## config.mk

```make
export PLATFORM = sky130hd
export DESIGN_NAME = wb_arbiter
export DESIGN_NICKNAME = d
export VERILOG_FILES = /design/src/rtl/wb_arbiter.sv
export SDC_FILE = /design/constraint.sdc
export NUM_CORES = 1
export LEC_CHECK = 0
export ABC_AREA = 1
export ABC_CLOCK_PERIOD_IN_PS = 1500
export BUFFER_PORTS_ARGS = -buffer_cell sky130_fd_sc_hd__buf_2
export CORE_AREA = 4 4 120 122
export CTS_BUF_LIST = sky130_fd_sc_hd__clkbuf_8
export DETAILED_ROUTE_END_ITERATION = 16
export DIE_AREA = 0 0 124 126
export PLACE_DENSITY_LB_ADDON = 0.08
export SLEW_MARGIN = 20
export SYNTH_ARGS = -nofsm -noshare
export SYNTH_HDL_FRONTEND = slang
export SYNTH_SLANG_ARGS = --single-unit
```

## constraint.sdc

```tcl
create_clock -name clk_i -period 1.5 [get_ports clk_i]
set_clock_uncertainty 0.15 [all_clocks]
set_input_delay 0.075 -clock clk_i [delete_from_list [all_inputs] [get_ports clk_i]]
set_output_delay 0.075 -clock clk_i [all_outputs]
set_load 0.005 [all_outputs]
```

## src/rtl/wb_arbiter.sv

```systemverilog
// -----------------------------------------------------------------------------
// wb_arbiter
// Two-master to one-slave Wishbone B.4 arbiter. The instruction-fetch unit
// (I-master) and the load/store unit (D-master) share the core's single
// external Wishbone master port. A master raises req, waits for its registered
// grant, then drives cyc/stb. It keeps req high until its last ack arrives, so
// a multi-beat transaction is never split.
//
// Optional feature macro: WB_ARBITER_ROUND_ROBIN_EN
//   undefined : fixed priority, D-master wins simultaneous requests
//   defined   : a 1-bit last-owner register is added. When both masters
//               request at once, the master that did not own the bus last
//               wins. After reset the last owner is I, so D goes first.
//
// Ports
//   clk_i, reset_i          clock, synchronous active-high reset
//   ireq_i / igrant_o       I-master request and registered grant
//   iadr_i..isel_i          I-master bus signals (address, data, we, stb, cyc, sel)
//   iack_o, idat_o          ack and read data returned to the I-master
//   dreq_i .. ddat_o        same set of signals for the D-master
//   wbmadr_o..wbmsel_o      shared bus outputs (zero while no master owns the bus)
//   wbmack_i, wbmdat_i      shared bus ack and read data
// -----------------------------------------------------------------------------
module wb_arbiter #(
   parameter int AW = 64,
   parameter int DW = 16,
   parameter int SW = 2
) (
   input  logic          clk_i,
   input  logic          reset_i,
   // I-master
   input  logic          ireq_i,
   output logic          igrant_o,
   input  logic [AW-1:0] iadr_i,
   input  logic [DW-1:0] idat_i,
   input  logic          iwe_i,
   input  logic          istb_i,
   input  logic          icyc_i,
   input  logic [SW-1:0] isel_i,
   output logic          iack_o,
   output logic [DW-1:0] idat_o,
   // D-master
   input  logic          dreq_i,
   output logic          dgrant_o,
   input  logic [AW-1:0] dadr_i,
   input  logic [DW-1:0] ddat_i,
   input  logic          dwe_i,
   input  logic          dstb_i,
   input  logic          dcyc_i,
   input  logic [SW-1:0] dsel_i,
   output logic          dack_o,
   output logic [DW-1:0] ddat_o,
   // shared bus
   output logic [AW-1:0] wbmadr_o,
   output logic [DW-1:0] wbmdat_o,
   output logic          wbmwe_o,
   output logic          wbmstb_o,
   output logic          wbmcyc_o,
   output logic [SW-1:0] wbmsel_o,
   input  logic          wbmack_i,
   input  logic [DW-1:0] wbmdat_i
);

   localparam logic [1:0] IDLE  = 2'd0;
   localparam logic [1:0] OWN_I = 2'd1;
   localparam logic [1:0] OWN_D = 2'd2;

   logic [1:0] state_r;
   logic [1:0] state_next_s;
   logic       pick_d_s;      // winner when both masters request together

`ifdef WB_ARBITER_ROUND_ROBIN_EN
   logic       last_d_r;      // 1: D-master was the most recent owner

   // Tie-break: favour the master that did not own the bus last.
   always_comb begin
      pick_d_s = ~last_d_r;
   end

   // Track the most recent owner on every entry into an owned state.
   always_ff @(posedge clk_i) begin
      if (reset_i) begin
         last_d_r <= 1'b0;
      end else if ((state_next_s == OWN_D) && (state_r != OWN_D)) begin
         last_d_r <= 1'b1;
      end else if ((state_next_s == OWN_I) && (state_r != OWN_I)) begin
         last_d_r <= 1'b0;
      end else begin
         last_d_r <= last_d_r;
      end
   end
`else
   // Tie-break: the load/store unit always wins.
   always_comb begin
      pick_d_s = 1'b1;
   end
`endif

   // Next-state logic. The owner keeps the bus while its req stays high; on
   // release the bus passes straight to a waiting master without an idle cycle.
   always_comb begin
      state_next_s = state_r;
      case (state_r)
         IDLE: begin
            if (dreq_i && ireq_i) begin
               state_next_s = pick_d_s ? OWN_D : OWN_I;
            end else if (dreq_i) begin
               state_next_s = OWN_D;
            end else if (ireq_i) begin
               state_next_s = OWN_I;
            end else begin
               state_next_s = IDLE;
            end
         end
         OWN_I: begin
            if (ireq_i) begin
               state_next_s = OWN_I;
            end else if (dreq_i) begin
               state_next_s = OWN_D;
            end else begin
               state_next_s = IDLE;
            end
         end
         OWN_D: begin
            if (dreq_i) begin
               state_next_s = OWN_D;
            end else if (ireq_i) begin
               state_next_s = OWN_I;
            end else begin
               state_next_s = IDLE;
            end
         end
         default: begin
            state_next_s = IDLE;
         end
      endcase
   end

   // State register. Reset abandons any transaction in flight.
   always_ff @(posedge clk_i) begin
      if (reset_i) begin
         state_r <= IDLE;
      end else begin
         state_r <= state_next_s;
      end
   end

   // Grants come straight from the state register, so they are registered.
   assign igrant_o = (state_r == OWN_I);
   assign dgrant_o = (state_r == OWN_D);

   // Bus mux by owner. The non-owner's cyc/stb never reach the bus, and the
   // bus is fully quiet while idle.
   always_comb begin
      wbmadr_o = {AW{1'b0}};
      wbmdat_o = {DW{1'b0}};
      wbmwe_o  = 1'b0;
      wbmstb_o = 1'b0;
      wbmcyc_o = 1'b0;
      wbmsel_o = {SW{1'b0}};
      case (state_r)
         OWN_I: begin
            wbmadr_o = iadr_i;
            wbmdat_o = idat_i;
            wbmwe_o  = iwe_i;
            wbmstb_o = istb_i;
            wbmcyc_o = icyc_i;
            wbmsel_o = isel_i;
         end
         OWN_D: begin
            wbmadr_o = dadr_i;
            wbmdat_o = ddat_i;
            wbmwe_o  = dwe_i;
            wbmstb_o = dstb_i;
            wbmcyc_o = dcyc_i;
            wbmsel_o = dsel_i;
         end
         default: begin
            wbmadr_o = {AW{1'b0}};
            wbmdat_o = {DW{1'b0}};
            wbmwe_o  = 1'b0;
            wbmstb_o = 1'b0;
            wbmcyc_o = 1'b0;
            wbmsel_o = {SW{1'b0}};
         end
      endcase
   end

   // Ack goes only to the owner; a stray ack while idle is dropped.
   assign iack_o = wbmack_i & (state_r == OWN_I);
   assign dack_o = wbmack_i & (state_r == OWN_D);

   // Read data is broadcast; each master qualifies it with its own ack.
   assign idat_o = wbmdat_i;
   assign ddat_o = wbmdat_i;

endmodule
```

Word-level counts from Yosys, hierarchy flattened
Cells that the tools add are included.

Equal/unequal tests: 2. Muxes and demuxes: 12. Bitwise logic cells: 2. Reductions and logical operators: 2.

Operators by type and width (count): $pmux W64 S2 (1); $pmux W16 S2 (1); $mux W2 (4); $pmux W1 S2 (3); $pmux W2 S3 (1); $pmux W2 S2 (1); $and A1 B1 Y1 (2); $eq A2 B1 Y1 const B (1); $eq A2 B2 Y1 const B (1); $logic_not A2 Y1 (1); $logic_and A1 B1 Y1 (1); $mux W1 (1).

Register bits after elaboration: 2. Output and inout bits: 121. Word-level logic and storage cells: 19.

Logic depth before layout (Yosys ltp)
Depth in word-level cells: 4. Mapped depth: 7.

Least setup slack after synthesis
Ideal clock, no wire load.

Path kind: flip-flop to output port. Start: register state_r[0]. End: output port wbmadr_o[10]. Arrival: 1.219 ns. Required time: 1.275 ns. Setup slack: 0.056 ns. Stages on the path, launching flop included: 7. Cell sequence: dfxtp_1 -> inv_1 -> ha_1 -> inv_1 -> buf_2 -> buf_2 -> a21oi_1.

Cells in the longest elaborated chain, start to end: 2. Elaborated cells between the ends (all ways): 3. Those cells by class: eq/ne: 2; mux: 1.

Ends and longest elaborated chain: start, declared (line 68) `logic [1:0] state_r;`; start signal, assigned (line 144) `state_r <= state_next_s;`; $eq A2 B2 Y1 or $eq A2 B1 Y1 (tied branches) (line 161) `case (state_r)`; $pmux W64 S2 (*) (line 161); end, declared (line 54) `output logic [AW-1:0] wbmadr_o,`.

Mark *: on every way between the ends. The rest lies on a longest branch, timed or not.

Final worst setup path
Start: register state_r[1]. End: output port wbmadr_o[24].

The elaborated chain is that of the path after synthesis.

==> run metrics <==
Syn Inst Count=342; status=complete, but fails checks; core footprint=13200 µm²; I/O pins=312; initial antenna violation count=0; DP Cell Count=732; sequential share of power=4.1%; vias per inst=4.17; # diodes=0; clock share of power=13.9%; Die Span X=124 µm; Max Cap Viol=0; TritonCTS clock tree=yes; top sig layer=met4; Util after Layout=32.0%; critical path required time=1270 ps; die outline height=126 µm; largest net degree at the start of global routing=27; vias=3233; Leak=0.00209 µW; HP Start=wbmdat_i[12]; pre-CTS setup slack=-129 ps; CTS Buf Count=3; H-tree Lvls=1; hold slack=0.00347 ps; Pre-Repair DR Iteration Count=4; CP endpoint kind=output port; synth warn=0; Crit Reg-Reg Startpoint=state_r[1]; DR iter-0 viols=55; post-synthesis cell type count=13; Crit Path Class=reg2out; Port-buffer cells=263; Top reg by flops=state_r; placed inst area=2970 µm²; # fillers=1458; Final GP Congestion=0.773; met3 WL=1060 µm; commonest non-fill, non-tap cell in the layout=buf_2; pwr/cell area=355 nW/µm²; Max Fanout on Critical Path=9; final hold violation count=0; largest registers=state_r x2; min Tclk post-route=1700 ps; Sw Pwr=625 µW; setup violators final=87; clk_lat worst skew=210 ps; FF-to-FF path depth=7; CTS root buf=clkbuf_8; fin crit share=113%; syn avg cell area=4.84 µm²; vias in the first global route=3201; GR Util All Layers=13.2%; max incr delay on CP=340 ps; clock-pin transition on the worst setup and hold timing paths=30 ps; Hold Path End=idat_o[12]; Crit path top cell by count=buf_12; RSZ-0062 raised after global routing=yes; Worst R2R Setup Slack=-10 ps; top cell family by delay on the critical path=buffers and inverters; non-filler cells, final=775; violated checks=negative setup slack; P&R area growth vs syn=155%; post-synth net total=539; Row Count=42; relative slew slack=87.7%; startpoint types=flop; Comb power frac=82.0%; Routed met1 length=4900 µm; drt drc=0; Synth Cell Area=1650 µm²; CP Cell Sequence=inv_4 > ha_4 > buf_12 > buf_12 > buf_16 > nand2_1 > a21oi_2 > buf_2; Die Area=15600 µm²; WL per Instance=16.8 µm; clk sinks=2; DP Wirelength=7470 µm; routed wire length=13000 µm; Max Clock Freq=0.589 GHz; Worst Max-Slew Pin Slew=184 ps; Power Internal=874 µW; fin area=4220 µm²; layout cells sized above 1=67.3%; Final ANT Viol Nets=0; register bit total from synthesis=2; maximum VDD drop=0.195 mV; commonest non-fill, non-tap cells in the layout=buf_2, nand2_1, a21oi_2; Initial Util=12.5%; sequential cell area fraction in the yosys report=2.42%; Worst Hold Class=in2out; setup ws final=-197 ps; Post-layout nets=798; Reg-to-Reg End=state_r[0]; switching share of total power=41.7%; CP arrival=1470 ps; slowest CP cell=dfxtp_4; max reg flops=2; met2 routed WL=6850 µm; global-route wire length before repair=16100 µm; Worst Path Buf+Inv=5; Worst Hold Path Cells=0; CTS max path bufs=2; Max Slew Vio Count=0; GRT overflow=0
-- logic make-up after synthesis --
kind of cell,count (synthesis),synth area share (%)
and+or+nand+nor,176,40.1
buffers and inverters,70,26.3
adders and majority gates,6,4.54
DFF,2,2.42
AOI/OAI and AO/OA,88,26.6
-- what timing repair did --
item	4_1_cts	5_1_grt
hold buffers	3	0
hold endpoints to repair	2	0
buffers inserted	9	8
cloned	12	12
endpoints found under the setup margin	87	89
pin swaps	13	21
resized for setup	65	72
-- metrics by stage --
stage / power [µW] / TNS, ps
after floorplan: 419 / 0
after global placement: 775 / -1200
after detailed placement: 771 / -1630
after CTS: 1290 / -13110
after global routing: 1600 / -18060
final: 1500 / -12820
-- cells in the mapped netlist --
master	n	share of area [%]
o21ai_0	1	0.30
nor2_1	1	0.23
nand2_1	173	39
dfxtp_1	2	2.4
a21oi_1	87	26
inv_1	10	2.3
buf_6	1	0.68
buf_2	15	4.5
ha_1	6	4.5
buf_4	39	18
clkbuf_1	4	0.91
buf_1	1	0.23
nand3_1	2	0.61
-- worst reg2reg max path, cell delays in order (launching register included) --
cell     delay [ps]
dfxtp_4         340
buf_6           120
ha_4            170
buf_4           140
buf_12          150
buf_4           150
o21ai_2         110
a21oi_2          60
-- power by group through the flow --
stage	Combinational, µW	Sequential [µW]	Clock (µW)
after global routing	1320	61.6	220
after CTS	1010	60.5	212
final	1230	60.9	209
after detailed placement	711	60.8	0
after global placement	715	60.6	0
after floorplan	359	60.5	0
-- worst max-delay path by stage --
stage	from	endpoint	slack (ps)	depth (start not counted)
after global placement	state_r[1]	wbmdat_o[9]	-140	6
after floorplan	state_r[0]	wbmadr_o[10]	60	6
final	state_r[1]	wbmadr_o[24]	-200	8
after detailed placement	state_r[1]	wbmdat_o[9]	-130	6
after CTS	state_r[1]	wbmdat_o[6]	-190	7
after global routing	state_r[1]	wbmadr_o[12]	-280	8
-- layout make-up --
type                       count  area [µm²]  share of cell area, %
clock buffer                   3        41.3                  0.979
sequential                     2        47.5                   1.13
tap                          176         220                   5.22
timing repair buffer         314        2290                   54.3
inverter                      10        50.0                   1.19
multi-input combinational    270        1570                   37.2
-- layer usage --
layer,global-route usage [%],vias to the layer above
met3,1.93,15
met5,0,-
li1,-,1577
met1,14.2,1467
met4,3.29,0
met2,26.1,174
Power figures use the tool's default switching activity.
